**src/rtl/sensors_intf_mem_arbiter.sv**
```systemverilog
`default_nettype none
// ============================================================================
// Module      : sensors_intf_mem_arbiter
// Description : Two-port Avalon-MM arbiter in front of the single-port sensor
//               interface on-chip RAM. Port A (CPU) and port B (capture DMA)
//               share the RAM with a bounded-burst round-robin policy.
//               Out-of-range accesses are absorbed locally and never reach
//               the RAM.
// Revision    : 1.0 - initial release
// ============================================================================
module sensors_intf_mem_arbiter #(
    parameter int unsigned ADDR_W    = 14,
    parameter int unsigned DEPTH     = 10500,
    parameter int unsigned MAX_BURST = 4
) (
    input  logic              clk,
    input  logic              reset,
    // Port A: CPU data master
    input  logic [ADDR_W-1:0] a_address,
    input  logic [3:0]        a_byteenable,
    input  logic              a_read,
    input  logic              a_write,
    input  logic [31:0]       a_writedata,
    output logic              a_waitrequest,
    output logic [31:0]       a_readdata,
    output logic              a_readdatavalid,
    // Port B: sensor capture / DMA engine
    input  logic [ADDR_W-1:0] b_address,
    input  logic [3:0]        b_byteenable,
    input  logic              b_read,
    input  logic              b_write,
    input  logic [31:0]       b_writedata,
    output logic              b_waitrequest,
    output logic [31:0]       b_readdata,
    output logic              b_readdatavalid,
    // Memory s1 slave
    output logic [ADDR_W-1:0] mem_address,
    output logic [3:0]        mem_byteenable,
    output logic              mem_chipselect,
    output logic              mem_write,
    output logic [31:0]       mem_writedata,
    output logic              mem_clken,
    input  logic [31:0]       mem_readdata
);

    localparam logic [7:0]      c_max_burst = MAX_BURST[7:0];
    localparam logic [ADDR_W:0] c_depth     = DEPTH[ADDR_W:0];

    typedef enum logic {
        OWN_A = 1'b0,
        OWN_B = 1'b1
    } owner_t;

    owner_t              r_owner;
    logic [7:0]          r_run;
    logic                r_rd_a;
    logic                r_rd_b;
    logic                r_rd_oor;

    logic                w_req_a;
    logic                w_req_b;
    logic                w_gnt_a;
    logic                w_gnt_b;
    logic                w_grant;
    owner_t              w_win;
    logic [ADDR_W-1:0]   w_mem_addr;
    logic [3:0]          w_mem_be;
    logic [31:0]         w_mem_wdata;
    logic                w_win_write;
    logic                w_win_read;
    logic                w_in_range;

    assign w_req_a = a_read | a_write;
    assign w_req_b = b_read | b_write;

    // Winner selection: owner keeps the RAM until its burst budget runs out
    // while the other port is waiting; grants are suppressed during reset.
    always_comb begin
        w_gnt_a = 1'b0;
        w_gnt_b = 1'b0;
        if (!reset) begin
            if (w_req_a && w_req_b) begin
                if (r_run < c_max_burst) begin
                    w_gnt_a = (r_owner == OWN_A);
                    w_gnt_b = (r_owner == OWN_B);
                end else begin
                    w_gnt_a = (r_owner == OWN_B);
                    w_gnt_b = (r_owner == OWN_A);
                end
            end else begin
                w_gnt_a = w_req_a;
                w_gnt_b = w_req_b;
            end
        end
    end

    assign w_grant = w_gnt_a | w_gnt_b;
    assign w_win   = w_gnt_b ? OWN_B : OWN_A;

    // Request mux of the winning port; everything is zero with no grant.
    // Read+write together counts as a write, so the read qualifier excludes it.
    always_comb begin
        w_mem_addr  = '0;
        w_mem_be    = '0;
        w_mem_wdata = '0;
        w_win_write = 1'b0;
        w_win_read  = 1'b0;
        if (w_gnt_a) begin
            w_mem_addr  = a_address;
            w_mem_be    = a_byteenable;
            w_mem_wdata = a_writedata;
            w_win_write = a_write;
            w_win_read  = a_read & ~a_write;
        end else if (w_gnt_b) begin
            w_mem_addr  = b_address;
            w_mem_be    = b_byteenable;
            w_mem_wdata = b_writedata;
            w_win_write = b_write;
            w_win_read  = b_read & ~b_write;
        end
    end

    assign w_in_range     = ({1'b0, w_mem_addr} < c_depth);

    assign mem_address    = w_mem_addr;
    assign mem_byteenable = w_mem_be;
    assign mem_writedata  = w_mem_wdata;
    assign mem_chipselect = w_grant & w_in_range;
    assign mem_write      = mem_chipselect & w_win_write;
    assign mem_clken      = ~reset;

    assign a_waitrequest  = w_req_a & ~w_gnt_a;
    assign b_waitrequest  = w_req_b & ~w_gnt_b;

    // Ownership and consecutive-grant counter (saturating at 255).
    always_ff @(posedge clk) begin
        if (reset) begin
            r_owner <= OWN_A;
            r_run   <= 8'd0;
        end else if (!w_grant) begin
            r_run   <= 8'd0;
        end else if (w_win == r_owner) begin
            if (r_run != 8'hFF) begin
                r_run <= r_run + 8'd1;
            end
        end else begin
            r_owner <= w_win;
            r_run   <= 8'd1;
        end
    end

    // Read-return tags: remember which port read last cycle and whether the
    // read was out of range so its data can be forced to zero.
    always_ff @(posedge clk) begin
        if (reset) begin
            r_rd_a   <= 1'b0;
            r_rd_b   <= 1'b0;
            r_rd_oor <= 1'b0;
        end else begin
            r_rd_a   <= w_gnt_a & a_read & ~a_write;
            r_rd_b   <= w_gnt_b & b_read & ~b_write;
            r_rd_oor <= w_win_read & ~w_in_range;
        end
    end

    // A reset arriving the cycle after a read accept cancels that pulse.
    assign a_readdatavalid = r_rd_a & ~reset;
    assign b_readdatavalid = r_rd_b & ~reset;
    assign a_readdata      = (a_readdatavalid && !r_rd_oor) ? mem_readdata : 32'h0;
    assign b_readdata      = (b_readdatavalid && !r_rd_oor) ? mem_readdata : 32'h0;

endmodule
`default_nettype wire

```
**config.mk**
```make
export PLATFORM = sky130hd
export DESIGN_NAME = sensors_intf_mem_arbiter
export DESIGN_NICKNAME = d
export VERILOG_FILES = /design/src/rtl/sensors_intf_mem_arbiter.sv
export SDC_FILE = /design/constraint.sdc
export NUM_CORES = 1
export LEC_CHECK = 0
export CAP_MARGIN = 15
export CORE_AREA = 4 4 98 100
export DETAILED_ROUTE_END_ITERATION = 7
export DIE_AREA = 0 0 102 104
export PLACE_DENSITY = 0.7
export SETUP_SLACK_MARGIN = 0.1
export SYNTH_ARGS = -nofsm -noshare
export SYNTH_HDL_FRONTEND = slang
export SYNTH_SLANG_ARGS = --single-unit
```
**constraint.sdc**
```tcl
create_clock -name clk -period 6.9 [get_ports clk]
set_clock_uncertainty 0.15 [all_clocks]
set_input_delay 1.38 -clock clk [delete_from_list [all_inputs] [get_ports clk]]
set_output_delay 1.38 -clock clk [all_outputs]
set_load 0.02 [all_outputs]
```
Yosys cells after proc, flatten, opt, wreduce, memory -nomap -nowiden
Index checks and enable logic that the tools add are counted.
{"block": "totals", "ff_bits": 12, "input_bits": 138, "out_inout_bits": 121, "elab_cells": 65}
{"block": "op_classes", "n_addsub": 1, "order_cmp": 2, "eq_ne": 3, "mux": 21, "bitwise_logic": 25, "reduce_logical": 7}
{"cell": "32-bit two-way mux", "n": 4}
{"cell": "14-bit two-way mux", "n": 2}
{"cell": "14-bit < comparator, second input constant", "n": 1}
{"cell": "1-bit AND", "n": 13}
{"cell": "1-bit two-way mux", "n": 13}
{"cell": "1-bit inverter", "n": 9}
{"cell": "8-bit by 1-bit adder with 8-bit output, second input constant", "n": 1}
{"cell": "8-bit by 3-bit < comparator with 1-bit output, second input constant", "n": 1}
{"cell": "4-bit two-way mux", "n": 2}
{"cell": "8-bit != test, second input constant", "n": 1}
{"cell": "1-bit logical AND", "n": 3}
{"cell": "1-bit bitwise OR", "n": 3}
{"cell": "3-bit OR reduction", "n": 1}
{"cell": "2-bit by 1-bit != test with 1-bit output, second input constant", "n": 1}
{"cell": "2-bit AND reduction", "n": 1}
{"cell": "2-bit OR reduction", "n": 1}
{"cell": "1-bit == test", "n": 1}
{"cell": "1-bit zero test", "n": 1}

Logic depth before layout (Yosys ltp)
{"block": "depth", "ltp_word": 9, "ltp_mapped": 7, "mapped_depth_nobuf": 6}

Worst setup path after synthesis
OpenSTA, ideal clock, no wires.
{"block": "synth_timing", "kind": "input-to-output", "from": "in a_write", "to": "out mem_address[0]", "arrival_ns": 2.705, "t_required_ns": 5.370, "path_slack_ns": 2.665, "cell_stages": 5, "n_path_buf": 2, "cell_sequence": "o221a_2 nor4_2 buf_2 buf_2 a22o_1"}
{"block": "synth_between", "elab_chain_len": 6, "word_cells_on_any_way": 8, "cone_classes": "6 x mux; 1 x bitwise; 1 x reduce/logical"}
{"element": "start, declared", "line_no": "22", "rtl": "input logic a_write,"}
{"element": "1-bit bitwise OR *", "line_no": "73", "rtl": "assign w_req_a = a_read | a_write;"}
{"element": "1-bit logical AND", "line_no": "82", "rtl": "if (w_req_a && w_req_b) begin"}
{"element": "1-bit two-way mux", "line_no": "82"}
{"element": "1-bit two-way mux", "line_no": "81", "rtl": "if (!reset) begin"}
{"element": "14-bit two-way mux", "line_no": "114", "rtl": "end else if (w_gnt_b) begin"}
{"element": "14-bit two-way mux *", "line_no": "108", "rtl": "if (w_gnt_a) begin"}
{"element": "end, declared", "line_no": "37", "rtl": "output logic [ADDR_W-1:0] mem_address,"}
Every way passes the cells marked *; elsewhere a longest branch is shown, timed or not.

Final worst setup path
{"block": "layout_timing", "from": "in b_write", "to": "out mem_writedata[5]"}
{"block": "layout_between", "elab_chain_len": 6, "word_cells_on_any_way": 8, "cone_classes": "6 x mux; 1 x bitwise; 1 x reduce/logical"}
{"element": "start, declared", "line_no": "31", "rtl": "input logic b_write,"}
{"element": "1-bit bitwise OR *", "line_no": "74", "rtl": "assign w_req_b = b_read | b_write;"}
{"element": "1-bit logical AND", "line_no": "82"}
{"element": "1-bit two-way mux", "line_no": "82"}
{"element": "1-bit two-way mux", "line_no": "81"}
{"element": "32-bit two-way mux", "line_no": "114"}
{"element": "32-bit two-way mux *", "line_no": "108"}
{"element": "end, declared", "line_no": "41", "rtl": "output logic [31:0] mem_writedata,"}
Marks and branches as above.

==> results.cfg <==
[yosys]
yosys_most_used_dff = dfxtp_1
synth_area_leader_cell = a22o_1
syn_inst = 221
yosysWarnings = 0
synthTopCellsByArea = a22o_1, and2_1, dfxtp_1, buf_4, nor2_1
async_flop_share_pct = 0
synth.distinct_cells = 38
avgSynthCellArea_um2 = 7.52
synth_area_um2 = 1660
ys_seq_elements = 12
synth_edf_count = 0
synth_top_area_share_pct = 26.4
ys_seq_area_share_pct = 14.5
syn_nets = 360

[timing]
drv_slew = 0
post-route-period-util_pct = 80.7
rsz0062_at_grt = false
timing.hold.ws_ns = 0.393
slew_headroom_pct = 60.2
tightestPinTransition_ns = 0.581
setup_ws_ns = 1.33
setup_viol = 0
timing.final.crit_period_ns = 5.57
hold_viol = 0
tns_ns = 0
fmax_mhz = 180

[run]
cap_violations = 0

[clocking]
ctsHoldBuffers = 0
cts_htree_levels = 1
cts.sinks = 12
cts_tree = built
cts_made_buffers = 3
post_cts_buffers = 0
cts_resized = 0
insertion_delay_ns = 0.24
clk_pin_slew_ns = 0.05
clk_path_buf_depth = 2
clockRootBuffer = clkbuf_8

[setup_path]
rr_endpoint = r_run[6]
r2r_slack_ns = 4.11
cp-end-kind = output port
worstPathMaxFanout = 36
crit_top_cell = clkdlybuf4s50_1
cp_slowest_stage_delay_ns = 0.64
worstPathRequired_ns = 5.37
crit_arrival_ns = 4.04
critPathKind = primary input to output port
startpoint_type = primary input
cpMaxStageDelayCell = clkdlybuf4s50_1
reg2reg_depth = 6
rr_startpoint = r_run[7]
crit_chain = clkdlybuf4s50_1 -> nor2_1 -> inv_1 -> a311oi_4 -> buf_4 -> a22o_1 -> clkdlybuf4s50_1

[global_routing]
antenna_found_initial = 0
grt_use_met1_pct = 15.2
grtUsageMet2_pct = 31.0
use_met3_pct = 4.49
grt_pass1_wl_um = 13200
overflow = 0
grt_pass1_vias = 2642
gr-max-usage-layer = met2
track_usage_pct = 15.4
grt_max_degree = 61

[routing]
drc = 0
via_per_inst = 4.55
drt_first_pass_iters = 4
routedWlPerCell_um = 15.8
antenna_left = 0
vias = 2619
drt-total-wl_um = 9080
drt_iter0_markers = 56

[worst_hold_path]
hold_path.class = register to register
min_to = r_run[6]
hp-start = r_run[6]
min_path_cells = 2

[die]
die-height_um = 104
dieArea_um2 = 10600
initial_core_util_pct = 19.1
die_w_um = 102
ios = 259
fp-row-count = 34
core_area_um2 = 8680

[power]
power_frac_seq_pct = 16.9
p_sw_mw = 0.167
p_leak_nw = 1.68
share_comb_of_total_power_pct = 69.6
sw_frac_of_total_pct = 36.3
internal-power_mw = 0.294
p_clk_share_pct = 13.5
p_per_area_nw_per_um2 = 105
vdd_drop_max_uv = 75.4

[placed_design]
dp_hpwl_um = 7890
post-place-ws_ns = 1.30
globalplace.congestion = 0.792
port_buffers = 258
place_area_um2 = 4340

[layout]
layout_common_cells = clkdlybuf4s50_1, and2_1, a22o_1
diodes = 0
syn_to_final_growth_pct = 164
drive_above_1_share_pct = 3.21
final_core_util_pct = 50.5
nets = 609
final_common_cell = clkdlybuf4s50_1
fin_area_um2 = 4380

[outcome]
run_status = finished clean
sequential cells by signal, indices dropped and copies added (netlist names):
register	flops
r_owner	1
r_rd_a	1
r_rd_b	1
r_rd_oor	1
r_run	8
layer usage:
layer	part of all wire (%)	up-vias
met5	0	-
li1	-	1312
met1	35	1159
met2	53	137
met4	1.1	0
met3	11	11
how the worst max path moves through the flow:
stage	end	cells after the start	from	slack [ns]
after floorplan	mem_address[0]	5	a_write	2.66
after global placement	mem_write	9	a_write	1.38
after detailed placement	mem_writedata[5]	7	b_write	1.30
after CTS	mem_writedata[5]	7	b_write	1.31
after global routing	mem_chipselect	9	a_write	1.10
final	mem_writedata[5]	7	b_write	1.33
cells in the mapped netlist, drive strengths merged (3+ instances only):
library cell  number
nor2b              5
o21ai              3
a22o              50
dfxtp             12
nand3              3
nand2              6
and3               4
nor2              12
buf               11
nor4               4
and2              64
a21oi              4
nor3               4
clkbuf             8
o211ai             3
xor2               3
mux2i              3
critical path, delay by kind of cell:
kind	cells	cell delay, ns
AND/OR/NAND/NOR	1	0.30
buffers and inverters	4	1.65
AO/OA/AOI/OAI	2	0.69
per-stage QoR:
stage | cells | power [mW]
2_1_floorplan | 221 | 0.220
3_3_place_gp | 573 | 0.399
3_5_place_dp | 573 | 0.402
4_1_cts | 576 | 0.465
5_1_grt | 576 | 0.487
6_report | 576 | 0.461
cells by family (layout without fill, tap and decap cells):
group | count (synthesis) | in the layout | synth area share [%]
xor+xnor | 5 | 5 | 2.64
fa+ha+maj | 1 | 1 | 0.753
flops | 12 | 12 | 14.5
simple gates | 111 | 111 | 39.4
buf+inv | 21 | 268 | 6.40
compound gates | 68 | 68 | 34.6
mux | 3 | 3 | 1.81
power groups by stage:
stage	Clock (mW)	Combinational (mW)	Sequential (mW)
floorplan	0	0.142	0.0774
global placement	0	0.320	0.0793
detailed placement	0	0.322	0.0796
CTS	0.0633	0.324	0.0782
global route	0.0674	0.341	0.0789
finish	0.0621	0.321	0.0782
cell type report:
type                    instances  area (µm²)
fillers                       816        4300
multi-input cells             188        1340
repair buffers                263        2620
inverters                       2        7.51
well taps                     108         135
flip-flops and latches         12         240
clock buffers                   3        41.3
Note: power is estimated with default switching activity, not from simulation.
